**src/rtl/simd_top.sv**
```systemverilog
// simd_top: single-issue vector engine over a shared word-addressed memory.
// It pops one command at a time from an external FIFO and streams the
// command's elements through the engine at one element per cycle.
//   i_clk           : clock, rising edge
//   i_rstn          : synchronous reset, active high
//   queue_cmd       : head of the external command FIFO (cmd_t)
//   queue_empty     : external FIFO holds no command
//   issuer_rd_queue : one-cycle pop strobe to the FIFO
//   finished_task   : issuer idle and FIFO empty

package simd_pkg;
  typedef struct packed {
    logic [1:0]  opcode;
    logic [7:0]  len;
    logic [17:0] addr_a;
    logic [17:0] addr_b;
    logic [17:0] addr_d;
  } cmd_t;

  localparam logic [1:0] OP_ADD  = 2'd0;
  localparam logic [1:0] OP_SUB  = 2'd1;
  localparam logic [1:0] OP_DOT  = 2'd2;
  localparam logic [1:0] OP_COPY = 2'd3;
endpackage

// simd_mem: storage array, one write port and two registered read ports.
//   clk_i, we_i, waddr_i, wdata_i : write port
//   raddr_a_i/raddr_b_i -> rdata_a_o/rdata_b_o : data one cycle later
//   A read and a write to the same word on one edge return the old word.
module simd_mem #(
  parameter int DATA_W = 32,
  parameter int ADDR_W = 18
) (
  input  logic              clk_i,
  input  logic              we_i,
  input  logic [ADDR_W-1:0] waddr_i,
  input  logic [DATA_W-1:0] wdata_i,
  input  logic [ADDR_W-1:0] raddr_a_i,
  input  logic [ADDR_W-1:0] raddr_b_i,
  output logic [DATA_W-1:0] rdata_a_o,
  output logic [DATA_W-1:0] rdata_b_o
);
  logic [DATA_W-1:0] r_mem [2**ADDR_W];

  always_ff @(posedge clk_i) begin
    if (we_i) r_mem[waddr_i] <= wdata_i;
    rdata_a_o <= r_mem[raddr_a_i];
    rdata_b_o <= r_mem[raddr_b_i];
  end
endmodule

// simd_shared_mem: wrapper giving the storage its fixed hierarchical name.
//   Ports as simd_mem.
module simd_shared_mem #(
  parameter int DATA_W = 32,
  parameter int ADDR_W = 18
) (
  input  logic              clk_i,
  input  logic              we_i,
  input  logic [ADDR_W-1:0] waddr_i,
  input  logic [DATA_W-1:0] wdata_i,
  input  logic [ADDR_W-1:0] raddr_a_i,
  input  logic [ADDR_W-1:0] raddr_b_i,
  output logic [DATA_W-1:0] rdata_a_o,
  output logic [DATA_W-1:0] rdata_b_o
);
  simd_mem #(.DATA_W(DATA_W), .ADDR_W(ADDR_W)) u_mem (
    .clk_i     (clk_i),
    .we_i      (we_i),
    .waddr_i   (waddr_i),
    .wdata_i   (wdata_i),
    .raddr_a_i (raddr_a_i),
    .raddr_b_i (raddr_b_i),
    .rdata_a_o (rdata_a_o),
    .rdata_b_o (rdata_b_o)
  );
endmodule

// simd_pool: execution engine. Takes the element read issued last cycle,
// combines the returned operands and produces the memory write.
//   clk_i, rst_i           : clock, synchronous active-high reset
//   el_valid_i/idx_i/last_i: element read issued this cycle, its index, final flag
//   op_i, addr_d_i         : opcode and destination base of the active command
//   rdata_a_i, rdata_b_i   : operands of the element read last cycle
//   we_o, waddr_o, wdata_o : memory write port
module simd_pool #(
  parameter int DATA_W = 32,
  parameter int ADDR_W = 18
) (
  input  logic              clk_i,
  input  logic              rst_i,
  input  logic              el_valid_i,
  input  logic [8:0]        el_idx_i,
  input  logic              el_last_i,
  input  logic [1:0]        op_i,
  input  logic [ADDR_W-1:0] addr_d_i,
  input  logic [DATA_W-1:0] rdata_a_i,
  input  logic [DATA_W-1:0] rdata_b_i,
  output logic              we_o,
  output logic [ADDR_W-1:0] waddr_o,
  output logic [DATA_W-1:0] wdata_o
);
  import simd_pkg::*;

  logic              valid_q;
  logic              last_q;
  logic [8:0]        idx_q;
  logic [DATA_W-1:0] acc_q, acc_d;
  logic [DATA_W-1:0] prod;

  assign prod = rdata_a_i * rdata_b_i;

  always_ff @(posedge clk_i) begin
    if (rst_i) begin
      valid_q <= 1'b0;
      last_q  <= 1'b0;
      idx_q   <= '0;
      acc_q   <= '0;
    end else begin
      valid_q <= el_valid_i;
      last_q  <= el_last_i;
      idx_q   <= el_idx_i;
      acc_q   <= acc_d;
    end
  end

  always_comb begin
    acc_d   = acc_q;
    wdata_o = rdata_a_i;
    case (op_i)
      OP_ADD:  wdata_o = rdata_a_i + rdata_b_i;
      OP_SUB:  wdata_o = rdata_a_i - rdata_b_i;
      OP_DOT:  wdata_o = acc_q + prod;
      OP_COPY: wdata_o = rdata_a_i;
      default: wdata_o = rdata_a_i;
    endcase
    // Accumulator self-clears after the final DOT element so the next command starts at zero.
    if (valid_q) acc_d = last_q ? '0 : acc_q + prod;
    we_o    = valid_q && !rst_i && ((op_i != OP_DOT) || last_q);
    waddr_o = addr_d_i + ((op_i == OP_DOT) ? '0 : ADDR_W'(idx_q));
  end
endmodule

module simd_top #(
  parameter int DATA_W = 32,
  parameter int ADDR_W = 18
) (
  input  logic           i_clk,
  input  logic           i_rstn,
  input  simd_pkg::cmd_t queue_cmd,
  input  logic           queue_empty,
  output logic           issuer_rd_queue,
  output logic           finished_task
);
  import simd_pkg::*;

  typedef enum logic [1:0] {S_IDLE, S_EXEC, S_WB} state_e;

  state_e      state_q, state_d;
  cmd_t        cmd_q, cmd_d;
  logic [8:0]  idx_q, idx_d;
  logic [8:0]  len_eff;
  logic        el_valid, el_last;

  logic              mem_we;
  logic [ADDR_W-1:0] mem_waddr, raddr_a, raddr_b;
  logic [DATA_W-1:0] mem_wdata, rdata_a, rdata_b;

  assign len_eff = (cmd_q.len == 8'd0) ? 9'd256 : {1'b0, cmd_q.len};
  assign el_last = (idx_q == len_eff - 9'd1);
  assign raddr_a = ADDR_W'(cmd_q.addr_a) + ADDR_W'(idx_q);
  assign raddr_b = ADDR_W'(cmd_q.addr_b) + ADDR_W'(idx_q);

  always_ff @(posedge i_clk) begin
    if (i_rstn) begin
      state_q <= S_IDLE;
      cmd_q   <= '0;
      idx_q   <= '0;
    end else begin
      state_q <= state_d;
      cmd_q   <= cmd_d;
      idx_q   <= idx_d;
    end
  end

  always_comb begin
    state_d         = state_q;
    cmd_d           = cmd_q;
    idx_d           = idx_q;
    issuer_rd_queue = 1'b0;
    el_valid        = 1'b0;
    case (state_q)
      S_IDLE: begin
        if (!queue_empty && !i_rstn) begin
          issuer_rd_queue = 1'b1;
          cmd_d           = queue_cmd;
          idx_d           = '0;
          state_d         = S_EXEC;
        end
      end
      S_EXEC: begin
        el_valid = 1'b1;
        if (el_last) state_d = S_WB;
        else         idx_d   = idx_q + 9'd1;
      end
      S_WB:    state_d = S_IDLE;
      default: state_d = S_IDLE;
    endcase
  end

  assign finished_task = (state_q == S_IDLE) && queue_empty;

  simd_shared_mem #(.DATA_W(DATA_W), .ADDR_W(ADDR_W)) u_shared_mem (
    .clk_i     (i_clk),
    .we_i      (mem_we),
    .waddr_i   (mem_waddr),
    .wdata_i   (mem_wdata),
    .raddr_a_i (raddr_a),
    .raddr_b_i (raddr_b),
    .rdata_a_o (rdata_a),
    .rdata_b_o (rdata_b)
  );

  simd_pool #(.DATA_W(DATA_W), .ADDR_W(ADDR_W)) u_pool (
    .clk_i      (i_clk),
    .rst_i      (i_rstn),
    .el_valid_i (el_valid),
    .el_idx_i   (idx_q),
    .el_last_i  (el_last),
    .op_i       (cmd_q.opcode),
    .addr_d_i   (ADDR_W'(cmd_q.addr_d)),
    .rdata_a_i  (rdata_a),
    .rdata_b_i  (rdata_b),
    .we_o       (mem_we),
    .waddr_o    (mem_waddr),
    .wdata_o    (mem_wdata)
  );
endmodule

```
**config.mk**
```make
export PLATFORM = sky130hd
export DESIGN_NAME = simd_top
export DESIGN_NICKNAME = d
export VERILOG_FILES = /design/src/rtl/simd_top.sv
export SDC_FILE = /design/constraint.sdc
export NUM_CORES = 1
export LEC_CHECK = 0
export ABC_CLOCK_PERIOD_IN_PS = 3800
export CORE_UTILIZATION = 25
export CTS_CLUSTER_SIZE = 25
export DETAILED_ROUTE_END_ITERATION = 8
export PLACE_DENSITY_LB_ADDON = 0.2
export REMOVE_ABC_BUFFERS = 1
export SYNTH_ARGS = -nofsm -noshare
export SYNTH_HDL_FRONTEND = slang
export SYNTH_SLANG_ARGS = --single-unit
export TNS_END_PERCENT = 100
```
**constraint.sdc**
```tcl
create_clock -name i_clk -period 3.8 [get_ports i_clk]
set_input_delay 0.76 -clock i_clk [delete_from_list [all_inputs] [get_ports i_clk]]
set_output_delay 0.76 -clock i_clk [all_outputs]
set_load 0.03 [all_outputs]
```
---- Yosys cells after proc, flatten, opt, wreduce, memory -nomap -nowiden ----
Cells that the tools add are included.
cells by class
  div/mod/pow operators ................... 0
  multiplexer cells ....................... 9
  shift-type cells ........................ 0
  multipliers ............................. 0
  bitwise logic cells ..................... 0
  magnitude comparators ................... 0
  equal/unequal tests ..................... 5
  reductions and logical operators ........ 10
  add/sub/neg operators ................... 2
operators by type and width
  kind                                                  count
  two-way mux 9 bit                                     3
  one-hot mux 9 bit (2 select lines)                    1
  adder 9 x 1 -> 9 bit (second input constant)          1
  equality test 9 bit                                   1
  subtractor 9 x 1 -> 9 bit (second input constant)     1
  logical NOT 8 bit                                     1
  inequality test 2 bit (second input constant)         3
  two-way mux 2 bit                                     2
  one-hot mux 2 bit (2 select lines)                    1
  AND reduction 2 bit                                   2
  AND reduction 3 bit                                   1
  equality test 2 x 1 -> 1 bit (second input constant)  1
  logical AND 1 bit                                     2
  logical NOT 1 bit                                     2
  logical NOT 2 bit                                     1
  two-way mux 1 bit                                     2
  nonzero test 2 bit                                    1
storage, ports and cells
  input port bits ......................... 67
  memories ................................ 0
  bits in writable memories ............... 0
  word-level logic and storage cells ...... 29
  output and inout port bits .............. 2
  bits in latches ......................... 0
  ROM bits ................................ 0
  flip-flop bits (word level) ............. 19

---- Depth between registers and ports, before layout ----
  depth after elaboration ................. 6
  gate-level depth with buffers ........... 9
  depth with buffers taken out ............ 9

---- Worst setup path before layout ----
Ideal clock, no wire load.
  path kind ............................... input port to flip-flop
  start point ............................. input port queue_empty
  end point ............................... register idx_q[7]
  arrival ................................. 2639 ps
  path buffers ............................ 1
  stages on the path ...................... 7
  setup slack ............................. 1038 ps
  library setup time ...................... 123 ps
  data required time ...................... 3677 ps
  cells stage by stage .................... nor3_1 -> nand2_1 -> inv_1 -> clkbuf_1 -> nor2_1 -> nor4_1 -> mux2_1
between the ends
  longest elaborated chain between the ends .. 4
ends and longest elaborated chain
  element                          RTL line  text
  from (decl)                      151       input logic queue_empty,
  logical NOT 1 bit                194       if (!queue_empty && !i_rstn) begin
  logical AND 1 bit                194
  inequality test 2 bit (no line)  -
  AND reduction 3 bit (no line)    -
  to (signal assigned)             182       idx_q <= idx_d;
  to (decl)                        161       logic [8:0] idx_q, idx_d;
Every way passes these cells.
A chain may end at the register's enable or synchronous reset.

---- Worst setup path after layout ----
  start point ............................. input port queue_empty
  end point ............................... output port issuer_rd_queue
between the ends
  longest elaborated chain between the ends .. 4
ends and longest elaborated chain
  element            RTL line  text
  logical NOT 1 bit  194
  logical AND 1 bit  194
  two-way mux 1 bit  194
  two-way mux 1 bit  192       case (state_q)
  to (decl)          152       output logic issuer_rd_queue,
Every way passes these cells.

==> results list <==
- The worst setup path is captured at a primary output.
- Slowest stage cell on the critical path: clkdlybuf4s50_1
* Total Negative Setup Slacks: 0 ns
- Effective utilization at floorplan: 26.42%
- Final standard cell area without fillers: 0.001378 mm²
- The first TritonRoute pass finished after 4 iterations.
* Congestion Overflow GR: 0
- Total number of nets in the final design: 214
- For the finished layout, the period the worst path requires is 3.257 ns.
- Via count: 992
- Entering global routing, the biggest net connects 12 pins.
- Multi-input logic area: 729.5 µm²
- Row cnt: 24
* Data arrival time at the worst-slack endpoint: 2.50 ns
- Yosys printed 0 warnings.
* Clock slew at the register clock pins of the worst setup and hold paths: 0.07 ns
- After detailed routing, the average wire length per cell comes to 13.53 µm.
- Via count of the first global-routing pass: 928
* Clock network latency to the later pin of the worst-skew pair: 0.25 ns
- Setup repair after global routing left no endpoint under its margin.
- Summing every instance area after synthesis gives 0.001166 mm².
* Yosys cell types: 44
- After detailed placement, the total cell area comes to 0.001333 mm².
- The clock drives 19 sinks.
- Largest fanout on the critical path: 8
- 0 antenna diodes ended up in the layout.
* Final Hold Fails: 0
- The completed layout was analyzed and its total power is 461.2 µW.
- The number of max-slew violations in the final report came to 0.
* Fraction of layout instances using a drive strength above 1: 13.29%
- The filler cells instantiated in the layout total 471.
- In this run the post-CTS setup repair buffer count came out at 0.
- In the post-synthesis netlist, the biggest area contributors are dfxtp_1 33%, xnor2_1 6.8%, a22o_1 3.8%.
- Number of buffers created by CTS: 3
- Pin slew with the least headroom to its limit: 0.7895 ns
- After detailed routing, the number of remaining DRC violations is 0.
- Type of the tightest min-delay check: reg -> reg
- Fin util: 31.21%
* Relative slew slack: 47.17%
* All-Layer GR Usage: 11.25%
* H-Tree Level Count: 1
- By count the netlist is led by 19 x dfxtp_1, 11 x nand2_1, 9 x xnor2_1.
- Number of placed instances, taps included: 191
- After detailed routing, the number of vias per cell comes to 5.087.
- The detailed router finished its first iteration with 39 violations.
- TritonCTS built the clock tree.
* Area leader, netlist: dfxtp_1
* Number of antenna violations at the first check in global routing: 0
- Sequential cells were found to cover 32.62% of the synthesized design area.
* Fin cells: 195
- Die Footprint: 0.004941 mm²
* Final setup violation count: 0
* Critical path class: in -> out
- Measured along the x axis, the die boundary spans 70.30 µm.
* Proportion of netlist area held by the largest area contributor: 32.62%
- Routability-driven placement finished with a final weighted congestion of 0.7960.
* Quantity of hold-fixing buffers added after cts: 0
* First-pass GRT wire length: 4388 µm
- Clock tree skew after final layout: 0.0009627 ns
* Slowest Stage Delay on Critical Path: 0.68 ns
- Area occupied by registers: 380.4 µm²
- Die height: 70.30 µm
* Critical path cell sequence: clkdlybuf4s50_1 -> nor3_1 -> nand2_1 -> inv_1 -> clkdlybuf4s50_1
- Total leakage power: 0.0004861 µW
* Prevailing post-synth register cell: dfxtp_1
- Residual antenna-violating net count after detailed routing: 0
* Core ar.: 0.004414 mm²
- Number of input and output port buffers inserted: 12
- Number of maximum-capacitance violations: 0
- Gates resized, CTS repair: 0
- Avg Synthesized Cell Area: 8.902 µm²
- Largest vdd supply drop: 101.7 µV
- Synthesis produced 131 cells.
- Counting flops with an async set or reset pin after synthesis yields a share of 0%.
- The synthesized design contains 0 enable-type register cells.
- Wirelength, routed: 2638 µm
- Clock tree root buffer cell: clkbuf_8
* Run status: finished clean
- The worst path uses 85.70% of the clock period.
* Power density over the cells: 334.8 mW/mm²
- Most common cell on crit path: clkdlybuf4s50_1
- Counting flops and latches in the post-synthesis netlist gives 19.
- Number of buffers on the longest clock path: 2
- I/O pin cnt: 69
- Number of buffers and inverters on the critical path: 3
- Layout area overhead: 18.13%
- Static timing analysis puts the maximum clock frequency at 307.1 MHz.
* Element type at the critical path start: input port
- Cell family with the largest share of critical-path delay: buffers and inverters
- Data required time at the worst endpoint: 3.04 ns
- The wire-length estimate of the detail-placed layout is 2001 µm.
- In the post-synthesis netlist, the cell with the most instances is dfxtp_1.
## cell families after synthesis
family,synth area share [%]
AOI/OAI and AO/OA,20.38
xor gates and xnor gates,9.658
adders and majority gates,3.219
buffers and inverters,4.828
DFF,32.62
muxes,0.9656
and+or+nand+nor,28.33
## per-stage QoR
step | worst slack, ns | hold WS, ns
2_1_floorplan | 1.272 | 0.4633
3_3_place_gp | 0.5649 | 0.4919
3_5_place_dp | 0.5547 | 0.4969
4_1_cts | 0.5515 | 0.5073
5_1_grt | 0.3157 | 0.5241
6_report | 0.5435 | 0.5045
## power by group
group          leakage, µW  switching [µW]  internal [µW]
clock network    0.0000228            65.3           74.4
registers         0.000155            11.4            207
logic             0.000309            53.4           50.2
## worst reg2reg max path: stages, from the launching register on
cell,delay (ns)
dfxtp_1,0.36
inv_1,0.11
ha_1,0.20
or4b_4,0.50
o21ai_1,0.19
xnor2_1,0.15
nand4_2,0.16
o31ai_2,0.69
a2111o_1,0.26
a21oi_1,0.06
## state kept, by name, summed over array words and instances (netlist names)
register / cells
idx_q: 9
cmd_q: 8
state_q: 2
## metal layers
layer	global-route usage, %	routed length [µm]
met5	0	0
met4	3.333	17
met3	2.597	95
met2	18.20	1258
met1	14.75	1266
## worst paths after layout
check,from,slack (ns),endpoint,cells past startpoint
min,idx_q[8]$_SDFFE_PP0P_,0.50,idx_q[8]$_SDFFE_PP0P_,2
max,queue_empty,0.54,issuer_rd_queue,5
max reg2reg,cmd_q[54]$_SDFFE_PP0P_,1.02,idx_q[8]$_SDFFE_PP0P_,9
min reg2reg,idx_q[8]$_SDFFE_PP0P_,0.50,idx_q[8]$_SDFFE_PP0P_,2
## layout make-up
cell class | count | share of cell area [%]
timing repair buffer | 13 | 9.264
sequential | 19 | 27.61
tap | 52 | 4.723
multi-input combinational | 99 | 52.95
clock buffer | 4 | 3.270
inverter | 8 | 2.180
## cell usage in the layout (no fill, tap or decap), types with 2 or more instances in the layout
cell type and n:
o21ai_1 3, nor3_1 4, nor2_1 5, a2111o_1 3
clkbuf_8 3, nand4_1 2, clkdlybuf4s50_1 12, nor3b_2 2
o21a_1 2, o31ai_1 2, nand3_1 4, ha_1 3
a22o_1 5, inv_1 8, nand2_1 11, dfxtp_1 19
o21ai_0 5, xor2_1 2, and2_1 2, nor4_1 3
or2_2 3, o31a_1 2, xnor2_1 9, a21oi_1 7
Note: power is estimated with default switching activity, not from simulation.
